File: src/rtl/ram8_arb_pkg.sv
// Shared types and default widths for the two-port RAM8 arbiter.
// Port index is a single bit: 0 = requester 0, 1 = requester 1.
package ram8_arb_pkg;

   localparam int DATA_W = 16;
   localparam int ADDR_W = 3;

   typedef enum logic {
      IDLE = 1'b0,
      ACK  = 1'b1
   } arb_state_t;

   typedef logic port_t;

endpackage

File: src/rtl/rr_arb2.sv
// Two-way round-robin picker: a lone requester wins, a tie goes to the
// port that was not granted last. Purely combinational.
module rr_arb2
   import ram8_arb_pkg::*;
(
   input  logic  req0,
   input  logic  req1,
   input  port_t last,
   output logic  grant_valid,
   output port_t grant_idx
);

   always_comb begin
      grant_valid = req0 | req1;
      grant_idx   = 1'b0;
      if (req0 && req1) begin
         grant_idx = ~last;
      end else if (req1) begin
         grant_idx = 1'b1;
      end
   end

endmodule

File: src/rtl/ram8_arbiter.sv
// Shares one RAM8 (write on edge, combinational read) between two requesters,
// one word per transaction, alternating grants when both keep requesting.
module ram8_arbiter
   import ram8_arb_pkg::*;
#(
   parameter int DATA_W = ram8_arb_pkg::DATA_W,
   parameter int ADDR_W = ram8_arb_pkg::ADDR_W
) (
   input  logic              clk,
   input  logic              reset,
   input  logic              req0,
   input  logic              req1,
   input  logic              we0,
   input  logic              we1,
   input  logic [ADDR_W-1:0] addr0,
   input  logic [ADDR_W-1:0] addr1,
   input  logic [DATA_W-1:0] wdata0,
   input  logic [DATA_W-1:0] wdata1,
   output logic              ack0,
   output logic              ack1,
   output logic [DATA_W-1:0] rdata0,
   output logic [DATA_W-1:0] rdata1,
   output logic [DATA_W-1:0] ram_in,
   output logic [ADDR_W-1:0] ram_addr,
   output logic              ram_ld,
   input  logic [DATA_W-1:0] ram_out,
   output arb_state_t        state_dbg
);

   // Handshake: a requester raises reqN with weN/addrN/wdataN and holds them
   // until its one-cycle ackN. reqN still high during ackN is a new transaction.

   arb_state_t        state_q, state_d;
   port_t             last_q;
   logic              ack0_q, ack1_q;
   logic [DATA_W-1:0] rdata0_q, rdata1_q;
   logic              grant_valid;
   port_t             grant_idx;
   logic              grant;

   rr_arb2 u_pick (
      .req0        (req0),
      .req1        (req1),
      .last        (last_q),
      .grant_valid (grant_valid),
      .grant_idx   (grant_idx)
   );

   // Reset gates the grant so no write can commit in a reset cycle.
   always_comb begin
      state_d  = state_q;
      grant    = 1'b0;
      ram_ld   = 1'b0;
      ram_addr = '0;
      ram_in   = '0;
      case (state_q)
         IDLE: begin
            if (grant_valid && !reset) begin
               grant    = 1'b1;
               state_d  = ACK;
               ram_addr = grant_idx ? addr1  : addr0;
               ram_in   = grant_idx ? wdata1 : wdata0;
               ram_ld   = grant_idx ? we1    : we0;
            end
         end
         ACK: begin
            state_d = IDLE;
         end
         default: begin
            state_d = IDLE;
         end
      endcase
   end

   always_ff @(posedge clk) begin
      if (reset) begin
         state_q  <= IDLE;
         last_q   <= 1'b1;
         ack0_q   <= 1'b0;
         ack1_q   <= 1'b0;
         rdata0_q <= '0;
         rdata1_q <= '0;
      end else begin
         state_q <= state_d;
         ack0_q  <= grant && !grant_idx;
         ack1_q  <= grant &&  grant_idx;
         if (grant) begin
            last_q <= grant_idx;
         end
         if (grant && !ram_ld) begin
            if (grant_idx) begin
               rdata1_q <= ram_out;
            end else begin
               rdata0_q <= ram_out;
            end
         end
      end
   end

   // A reset landing on the ack cycle withdraws the pending ack.
   assign ack0      = ack0_q & ~reset;
   assign ack1      = ack1_q & ~reset;
   assign rdata0    = rdata0_q;
   assign rdata1    = rdata1_q;
   assign state_dbg = state_q;

endmodule
File: config.mk
export PLATFORM = sky130hd
export DESIGN_NAME = ram8_arbiter
export DESIGN_NICKNAME = d
export VERILOG_FILES = /design/src/rtl/ram8_arb_pkg.sv /design/src/rtl/rr_arb2.sv /design/src/rtl/ram8_arbiter.sv
export SDC_FILE = /design/constraint.sdc
export NUM_CORES = 1
export LEC_CHECK = 0
export CAP_MARGIN = 20
export CORE_MARGIN = 2
export CORE_UTILIZATION = 39
export CTS_CLUSTER_DIAMETER = 200
export CTS_CLUSTER_SIZE = 12
export DETAILED_ROUTE_END_ITERATION = 7
export PLACE_DENSITY = 0.94
export SKIP_CTS_REPAIR_TIMING = 1
export SLEW_MARGIN = 10
export SYNTH_ARGS = -nofsm -noshare
export SYNTH_HDL_FRONTEND = slang
export SYNTH_SLANG_ARGS = --single-unit
File: constraint.sdc
create_clock -name clk -period 4.15 [get_ports clk]
set_input_delay 0.83 -clock clk [delete_from_list [all_inputs] [get_ports clk]]
set_output_delay 0.83 -clock clk [all_outputs]
set_load 0.05 [all_outputs]
==> results.py <==
metrics = {
    "outcome": {
        "outcome": "completed",
    },
    "critical_path": {
        "worst-path-buf-inv": 4,
        "worstSetupPathType": "in -> out",
        "critPathMaxStageDelay_ps": 670,
        "r2r_setup_slack_ps": 2410,
        "critPathTopFamily": "buffers and inverters",
        "cp_cell_sequence": "clkdlybuf4s50_1 -> buf_4 -> nor3_2 -> buf_4 -> a22o_1 -> buf_12",
        "timing.critical_path.slowest_stage_cell": "sky130_fd_sc_hd__clkdlybuf4s50_1",
        "cp_max_fo": 20,
        "cp-end-kind": "output port",
        "cp_data_required_time_ps": 3320,
        "start_kind": "input pin",
        "critical-path-top-cell-by-count": "sky130_fd_sc_hd__buf_4",
        "worst_ep_arrival_time_ps": 2650,
    },
    "placement": {
        "placed_cells": 344,
        "preCtsSetupSlack_ps": 643,
        "placedInstanceArea_sq_um": 3120,
        "hpwl_microns": 4760,
        "port_buffers": 114,
        "gpl.final_weighted_congestion": 0.817,
    },
    "global_routing": {
        "globalRouteMet3Util_pct": 6.61,
        "gr_met1_demand_resource_pct": 32.2,
        "global_route.overflow_total": 0,
        "grt_antenna_before_repair": 0,
        "grt_pass1_wl_microns": 9790,
        "gr-usage-met2_pct": 39.1,
        "grt_pass1_vias": 1902,
        "gr-usage-all-layers_pct": 24.3,
        "grt_max_degree": 27,
        "global_route.peak_usage_layer": "met2",
    },
    "layout": {
        "fraction_of_final_layout_cells_sized_beyond_drive_strength_1_pct": 17.7,
        "layout.cell_area.non_filler_sq_um": 3210,
        "n_fill_cell": 314,
        "num_antenna_cells": 0,
        "final_nets": 359,
        "syn_to_layout_area_delta_pct": 82.5,
        "layout.cells.non_filler": 352,
        "final_core_utilization_pct": 73.8,
    },
    "floorplanning": {
        "fp.dieArea_sq_um": 5070,
        "floorplan.die.width_microns": 71.2,
        "start_util_pct": 40.5,
        "io_pins": 115,
        "dieHeight_microns": 71.2,
        "coreArea_sq_um": 4350,
        "placementRows": 24,
    },
    "routing": {
        "final_routed_wirelength_microns": 6510,
        "detail-route-antenna-nets": 0,
        "remaining_drc_errors": 0,
        "avgRoutedWirePerCell_microns": 18.5,
        "drt_iter0_drc": 149,
        "detailroute.via_count": 2043,
        "avgViaCountPerCell": 5.80,
        "detailedRoute.firstPassIterationCount": 4,
    },
    "yosys": {
        "netlist-cell-type-count": 27,
        "seq_area_frac_synth_pct": 40.9,
        "synthesis.nets": 254,
        "ys_seq_elements": 36,
        "synthesis.instances": 194,
        "synth_area_sq_um": 1760,
        "synth_area_per_cell_sq_um": 9.08,
        "yosysWarningCount": 0,
    },
    "power_and_ir_drop": {
        "finalPower_uw": 944,
        "ir_drop_uv": 205,
        "standby_leakage_power_nw": 1.19,
        "power_density_nw_per_um2": 294,
    },
    "sta": {
        "final_worst_clock_skew_ps": 3.71,
        "maxClockFrequency_mhz": 287,
        "period_minus_slack_ps": 3480,
        "layout_worst_path_cycle_share_pct": 83.8,
        "timing.final.hold_violations": 0,
        "final_max_slew_viol_count": 0,
        "hold_ws_ps": 473,
        "timing.final.setup_violations": 0,
        "max_slew_margin_pct": 37.9,
        "grt_setup_unrepaired": "false",
        "final_critical_path_setup_slack_ps": 671,
        "setup_tns_ps": 0,
        "tightest_slew_ps": 927,
    },
    "clocking": {
        "clock_sinks": 36,
        "cts_root_buffer": "sky130_fd_sc_hd__clkbuf_8",
        "worstSkewPairLatency_ps": 290,
        "max-clock-path-buffers": 2,
        "tritoncts.num_buffers": 5,
        "path_clk_slew_ps": 70,
        "cts_htree_levels": 2,
        "tritoncts": "yes",
    },
    "worst_hold_path": {
        "worstHoldPathType": "reg -> reg",
    },
    "job": {
        "max_cap_viol_count": 0,
    },
}
-- cell usage after synthesis, drive strengths merged --
cell type	n	area (sq um)
nor2b	3	18.8
nor3	5	35.0
o31ai	16	170
o311ai	16	140
nor2	1	3.75
a21oi	16	80.1
nand2b	1	6.26
a22o	19	166
buf	14	80.1
clkbuf	10	37.5
a21boi	1	11.3
nand3	16	80.1
a21bo	1	10.0
nand4	16	100
inv	2	7.50
or3	1	6.26
nor4	1	6.26
a32oi	1	8.76
nand2	16	60.1
o21ai	1	5.00
o211ai	1	7.51
dfxtp	36	721
-- routing by layer --
| metal | vias up | wire, microns |
|---|---|---|
| met2 | 87 | 3370 |
| li1 | 975 | - |
| met1 | 966 | 2590 |
| met3 | 15 | 425 |
| met5 | - | 0 |
| met4 | 0 | 129 |
-- area by class of cell --
| cell class | count | area, sq um | area share (%) |
|---|---|---|---|
| repair buffers | 122 | 1400 | 43.6 |
| multi-input cells | 132 | 927 | 28.8 |
| clock buffers | 6 | 82.6 | 2.57 |
| flip-flops and latches | 36 | 721 | 22.4 |
| clock inverters | 2 | 10.0 | 0.311 |
| well taps | 52 | 65.1 | 2.02 |
| inverters | 2 | 7.51 | 0.234 |
-- cell families after synthesis --
group | after synthesis | share of synthesized area (%)
flip-flops | 36 | 40.9
buffers and inverters | 26 | 7.10
AND/OR/NAND/NOR | 60 | 18.0
AO/OA/AOI/OAI | 72 | 34.0
-- power breakdown --
group	internal, mW	switching [mW]
logic	0.142	0.177
registers	0.359	0.00757
clock network	0.132	0.126
total	0.633	0.311
-- state kept, by name, summed over array words and instances, names as in the netlist --
| name | cells |
|---|---|
| rdata0 | 16 |
| ack0_q | 1 |
| rdata1 | 16 |
| last_q | 1 |
| state_dbg | 1 |
| ack1_q | 1 |
-- worst min-delay path, delay by kind of cell (launching register included) --
kind | cells | cell delay, ps
AO/OA/AOI/OAI | 2 | 110
flip-flops | 1 | 320
-- path summary, 6_finish.rpt --
check / startpoint / to / cells past startpoint
setup / recovery: reset / ram_in[2] / 6
hold reg to reg: rdata0[15] / rdata0[15] / 2
hold / removal: rdata0[15] / rdata0[15] / 2
setup reg to reg: state_dbg / rdata0[6] / 4
-- cells in the final DEF (no fill, tap or decap), drive strengths merged, types with 2 or more instances in the layout --
| cell | instances |
|---|---|
| dfxtp | 36 |
| a21oi | 16 |
| clkbuf | 6 |
| o311ai | 16 |
| nor2b | 3 |
| o31ai | 16 |
| inv | 2 |
| nor3 | 5 |
| clkdlybuf4s50 | 94 |
| clkinv | 2 |
| a22o | 19 |
| buf | 28 |
| nand2 | 16 |
| nand4 | 16 |
| nand3 | 16 |
Power figures use the tool's default switching activity.
